`config.mk`:
```
export PLATFORM = sky130hd
export DESIGN_NAME = wb_cmd_master
export DESIGN_NICKNAME = d
export VERILOG_FILES = /design/src/rtl/wb_cmd_master.sv
export SDC_FILE = /design/constraint.sdc
export NUM_CORES = 1
export LEC_CHECK = 0
export BUFFER_PORTS_ARGS = -buffer_cell sky130_fd_sc_hd__buf_2
export CORE_MARGIN = 5
export CORE_UTILIZATION = 47
export CTS_CLUSTER_DIAMETER = 80
export DETAILED_ROUTE_END_ITERATION = 16
export MAX_ROUTING_LAYER = met4
export PLACE_DENSITY = 0.81
export SKIP_LAST_GASP = 1
export SYNTH_ARGS = -nofsm -noshare
export SYNTH_HDL_FRONTEND = slang
export SYNTH_SLANG_ARGS = --single-unit
```
`constraint.sdc`:
```
create_clock -name WBs_CLK_i -period 2.9 [get_ports WBs_CLK_i]
set_clock_uncertainty 0.15 [all_clocks]
set_input_delay 0 -clock WBs_CLK_i [delete_from_list [all_inputs] [get_ports WBs_CLK_i]]
set_output_delay 0 -clock WBs_CLK_i [all_outputs]
set_load 0.01 [all_outputs]
```
`src/rtl/wb_cmd_master.sv`:
```
// Wishbone classic single-transfer initiator driven by a valid/ready command port.
// Returns read data or a timeout error on a valid/ready response port.
module wb_cmd_master #(
    parameter int ADDRWIDTH      = 7,
    parameter int DATAWIDTH      = 32,
    parameter int TIMEOUT_CYCLES = 255
) (
    input  logic                 WBs_CLK_i,
    input  logic                 WBs_RST_i,
    input  logic                 cmd_valid_i,
    output logic                 cmd_ready_o,
    input  logic                 cmd_we_i,
    input  logic [ADDRWIDTH-1:0] cmd_adr_i,
    input  logic [DATAWIDTH-1:0] cmd_dat_i,
    input  logic [3:0]           cmd_byte_stb_i,
    output logic                 rsp_valid_o,
    input  logic                 rsp_ready_i,
    output logic [DATAWIDTH-1:0] rsp_dat_o,
    output logic                 rsp_err_o,
    output logic [7:0]           err_cnt_o,
    output logic [ADDRWIDTH-1:0] WBm_ADR_o,
    output logic [DATAWIDTH-1:0] WBm_DAT_o,
    output logic [3:0]           WBm_BYTE_STB_o,
    output logic                 WBm_WE_o,
    output logic                 WBm_CYC_o,
    output logic                 WBm_STB_o,
    input  logic [DATAWIDTH-1:0] WBm_DAT_i,
    input  logic                 WBm_ACK_i
);

    typedef enum logic [1:0] {
        IDLE,
        BUS,
        RESP
    } state_t;

    localparam logic [15:0] TMO_LAST = 16'(TIMEOUT_CYCLES - 1);

    state_t      state;
    state_t      state_nxt;
    logic [15:0] tmo_cnt;
    logic        tmo_hit;

    assign cmd_ready_o = (state == IDLE) & ~WBs_RST_i;

    // ACK has priority over an expiring timeout in the same cycle
    assign tmo_hit = ~WBm_ACK_i & (tmo_cnt == TMO_LAST);

    always_comb begin
        state_nxt = state;
        unique case (state)
            IDLE:    if (cmd_valid_i) state_nxt = BUS;
            BUS:     if (WBm_ACK_i | tmo_hit) state_nxt = RESP;
            RESP:    if (rsp_ready_i) state_nxt = IDLE;
            default: state_nxt = IDLE;
        endcase
    end

    always_ff @(posedge WBs_CLK_i) begin
        if (WBs_RST_i) state <= IDLE;
        else           state <= state_nxt;
    end

    always_ff @(posedge WBs_CLK_i) begin
        if (WBs_RST_i) begin
            WBm_ADR_o      <= '0;
            WBm_DAT_o      <= '0;
            WBm_BYTE_STB_o <= '0;
            WBm_WE_o       <= 1'b0;
            WBm_CYC_o      <= 1'b0;
            WBm_STB_o      <= 1'b0;
            rsp_valid_o    <= 1'b0;
            rsp_dat_o      <= '0;
            rsp_err_o      <= 1'b0;
            err_cnt_o      <= '0;
            tmo_cnt        <= '0;
        end else begin
            unique case (state)
                IDLE: begin
                    if (cmd_valid_i) begin
                        WBm_ADR_o      <= cmd_adr_i;
                        WBm_DAT_o      <= cmd_dat_i;
                        WBm_BYTE_STB_o <= cmd_byte_stb_i;
                        WBm_WE_o       <= cmd_we_i;
                        WBm_CYC_o      <= 1'b1;
                        WBm_STB_o      <= 1'b1;
                        tmo_cnt        <= '0;
                    end
                end
                BUS: begin
                    if (WBm_ACK_i) begin
                        WBm_CYC_o   <= 1'b0;
                        WBm_STB_o   <= 1'b0;
                        rsp_valid_o <= 1'b1;
                        rsp_err_o   <= 1'b0;
                        rsp_dat_o   <= WBm_WE_o ? '0 : WBm_DAT_i;
                    end else if (tmo_hit) begin
                        WBm_CYC_o   <= 1'b0;
                        WBm_STB_o   <= 1'b0;
                        rsp_valid_o <= 1'b1;
                        rsp_err_o   <= 1'b1;
                        rsp_dat_o   <= '0;
                        err_cnt_o   <= err_cnt_o + {7'd0, ~&err_cnt_o};
                    end else begin
                        tmo_cnt <= tmo_cnt + 16'd1;
                    end
                end
                RESP: begin
                    if (rsp_ready_i) rsp_valid_o <= 1'b0;
                end
                default: ;
            endcase
        end
    end

endmodule

```
==> impl_metrics.toml <==
[status]
status = "completed"

[clocking]
numCtsBuffers = 9
cts_resized = 0
cts_buffer_depth = 2
clock-sinks = 105
cts_max_level = 3
clk_latency_ns = 0.35
cts_tree = "built"
cts.root.buffer_cell = "clkbuf_8"
clkTransAtPathRegs_ns = 0.10

[place]
dp_slack_ns = 0.424
dp_hpwl_um = 7850
portBuffers = 169
gp_congestion = 0.927

[worst_hold_path]
holdPathEnd = "tmo_cnt[1]$_SDFFE_PP0P_"
hold_start = "cmd_valid_i"
hp-class = "in -> reg"
hold_path_depth = 5

[worst_setup_path]
rr_startpoint = "tmo_cnt[0]$_SDFFE_PP0P_"
r2r_setup_slack_ns = 0.35
rr_endpoint = "state[1]$_SDFFE_PP0P_"
crit_fanout = 6
reg2reg_depth = 7
critPathTopFamily = "simple AND/OR/NAND/NOR gates"
crit_path_max_incr_delay_ns = 0.56
critPathSlowestCell = "dlygate4sd3_1"
path_buf_inv = 2
start_kind = "flip-flop"
crit_type = "reg -> reg"
worstSetupPathDepth = 7
required_ns = 3.04
crit_path_end_kind = "flip-flop"
cp.arrival_ns = 2.70
crit_chain = "inv_1 -> ha_1 -> or4b_1 -> nor4_4 -> o21ai_2 -> a21oi_1 -> dlygate4sd3_1"

[routing]
first_pass_iters = 5
dr.first_iter.drc_count = 228
vias = 4339
drt_drc_violations_left = 0
wl_per_cell_um = 15.6
drtAntennaViolNets = 0
routed_via_density = 5.32
drt-total-wl_um = 12700

[synthesis]
synth_top_flop_cell = "dfxtp_1"
synthArstFlopShare = 0
synth_edf_count = 0
postSynthCellCount = 470
ys_warn_count = 0
synthesis.area_mm2 = 0.00401
syn_area_per_cell_um2 = 8.54
synth.distinct_cells = 42
synth-seq-area-share = 0.524
synth.ff_latch_count = 105
syn_nets = 555

[sta]
rsz0062_at_grt = "no"
fin_crit_sh = 0.880
fmax_ghz = 0.392
min_period_ns = 2.55
worstMarginPinSlew_ns = 0.617
hold_violations = 0
setup_viol_count_final = 0
slew_viol_final = 0
setup-tns-final_ns = 0
setup_ws_ns = 0.347
relSlewSlack = 0.589

[finish]
diodes = 0
mostFrequentLayoutCell = "buf_2"
final_nets = 791
sequential_cell_area_mm2 = 0.00210
layout_common_cells = "169 x buf_2, 105 x dfxtp_1, 104 x nand2_1, 80 x dlygate4sd3_1, 54 x a21oi_1"
multi_input_area_mm2 = 0.00178
syn_to_final_growth_pct = 47.3
layout-drive-gt1-share = 0.293
fill_cells = 615

[global_routing]
antenna_found_initial = 0
grt_pass1_wl_um = 20300
track_usage = 0.250
overflow = 0
grt_max_degree = 47
grt_pass1_vias = 4320

[floorplanning]
io_pins = 170
die_x_um = 102
die_h_um = 102
core_area_mm2 = 0.00826
rows = 33
design.die.area_mm2 = 0.0105
initial_core_util = 0.486

[run]
maxCapViolations = 0

[pwr]
power.static_leakage_nw = 2.59
power_density_mw_per_mm2 = 479
finalPower_mw = 2.83
ir_drop_mv = 0.293
cells in the mapped netlist, types with 2 or more instances:
master / instances / share of area
nor2_1: 52 / 0.049
nand2_1: 104 / 0.097
xor2_1: 2 / 0.0044
ha_1: 4 / 0.012
nor3_2: 2 / 0.0050
and3_1: 2 / 0.0031
inv_1: 4 / 0.0037
a21oi_2: 5 / 0.011
nand3b_1: 3 / 0.0056
mux2i_1: 2 / 0.0050
or4_1: 2 / 0.0037
nand4_1: 4 / 0.0062
o21ai_1: 6 / 0.0075
nor4_1: 2 / 0.0031
clkbuf_1: 26 / 0.024
a31oi_1: 2 / 0.0031
buf_1: 2 / 0.0019
or2_2: 2 / 0.0031
or3_1: 6 / 0.0094
xnor2_1: 6 / 0.013
a22oi_1: 32 / 0.060
a311oi_1: 5 / 0.011
nand3_1: 7 / 0.0087
or4_4: 2 / 0.0056
a21oi_1: 54 / 0.067
o31ai_1: 2 / 0.0037
and4_1: 2 / 0.0044
nor3b_1: 2 / 0.0037
nor3_1: 7 / 0.0087
o21ai_0: 3 / 0.0037
dfxtp_1: 105 / 0.52
layout make-up:
cell class	instances	share of cell area
tap	105	0.0222
sequential	105	0.356
multi-input combinational	331	0.302
timing repair buffer	255	0.286
clock inverter	6	0.00847
clock buffer	10	0.0233
inverter	4	0.00254
power by group:
part           total [mW]  internal, mW  switching [mW]
Clock               0.851         0.347           0.504
Sequential           1.54          1.50          0.0347
Combinational       0.444         0.210           0.234
sequential cells by signal, indices dropped and copies added (netlist names):
signal	count
rsp_valid_o	1
rsp_err_o	1
WBm_WE_o	1
tmo_cnt	16
WBm_DAT_o	32
WBm_BYTE_STB_o	4
rsp_dat_o	32
err_cnt_o	8
state	2
WBm_ADR_o	7
WBm_STB_o	1
layer usage:
layer / vias to the layer above / part of all wire / global-route usage
met1: 2000 / 0.40 / 0.302
met4: 0 / 0.031 / 0.113
li1: 2084 / - / -
met2: 215 / 0.48 / 0.397
met3: 40 / 0.081 / 0.0587
met5: - / 0 / -
worst max path at each step:
stage,slack [ns],startpoint,endpoint
floorplan,0.64,tmo_cnt[0]$_SDFFE_PP0P_,tmo_cnt[14]$_SDFFE_PP0P_
global placement,0.48,tmo_cnt[0]$_SDFFE_PP0P_,tmo_cnt[15]$_SDFFE_PP0P_
detailed placement,0.42,tmo_cnt[0]$_SDFFE_PP0P_,tmo_cnt[15]$_SDFFE_PP0P_
CTS,0.35,tmo_cnt[1]$_SDFFE_PP0P_,state[1]$_SDFFE_PP0P_
global route,0.18,tmo_cnt[1]$_SDFFE_PP0P_,state[1]$_SDFFE_PP0P_
finish,0.35,tmo_cnt[0]$_SDFFE_PP0P_,state[1]$_SDFFE_PP0P_
cell families after synthesis:
kind of cell	synth area share
xor gates and xnor gates	0.0175
AOI/OAI and AO/OA	0.174
buffers and inverters	0.0346
DFF	0.524
adders and majority gates	0.0125
muxes	0.00499
and+or+nand+nor	0.233
timing repair:
| item | CTS | global route |
|---|---|---|
| endpoints found under the hold margin | 85 | 0 |
| buffers inserted | 0 | 0 |
| hold buffers | 80 | 0 |
through the flow:
stage | std cells | util | hold slack (ns) | cell area (µm²)
3_5_place_dp | 720 | 0.596 | 0.0964 | 4920
2_1_floorplan | 470 | - | -0.0140 | 4010
3_3_place_gp | 720 | 0.596 | 0.0906 | 4920
4_1_cts | 816 | 0.716 | 0.00850 | 5910
6_report | 816 | 0.716 | 0.0327 | 5910
5_1_grt | 816 | 0.716 | 0.0281 | 5910
worst register-to-register path: stages, from the launching register on:
cell and delay [ns]:
dfxtp_1 0.36, inv_1 0.07, ha_1 0.14, or4b_1 0.51, nor4_4 0.41, o21ai_2 0.15
a21oi_1 0.14, dlygate4sd3_1 0.56
Power figures use the tool's default switching activity.
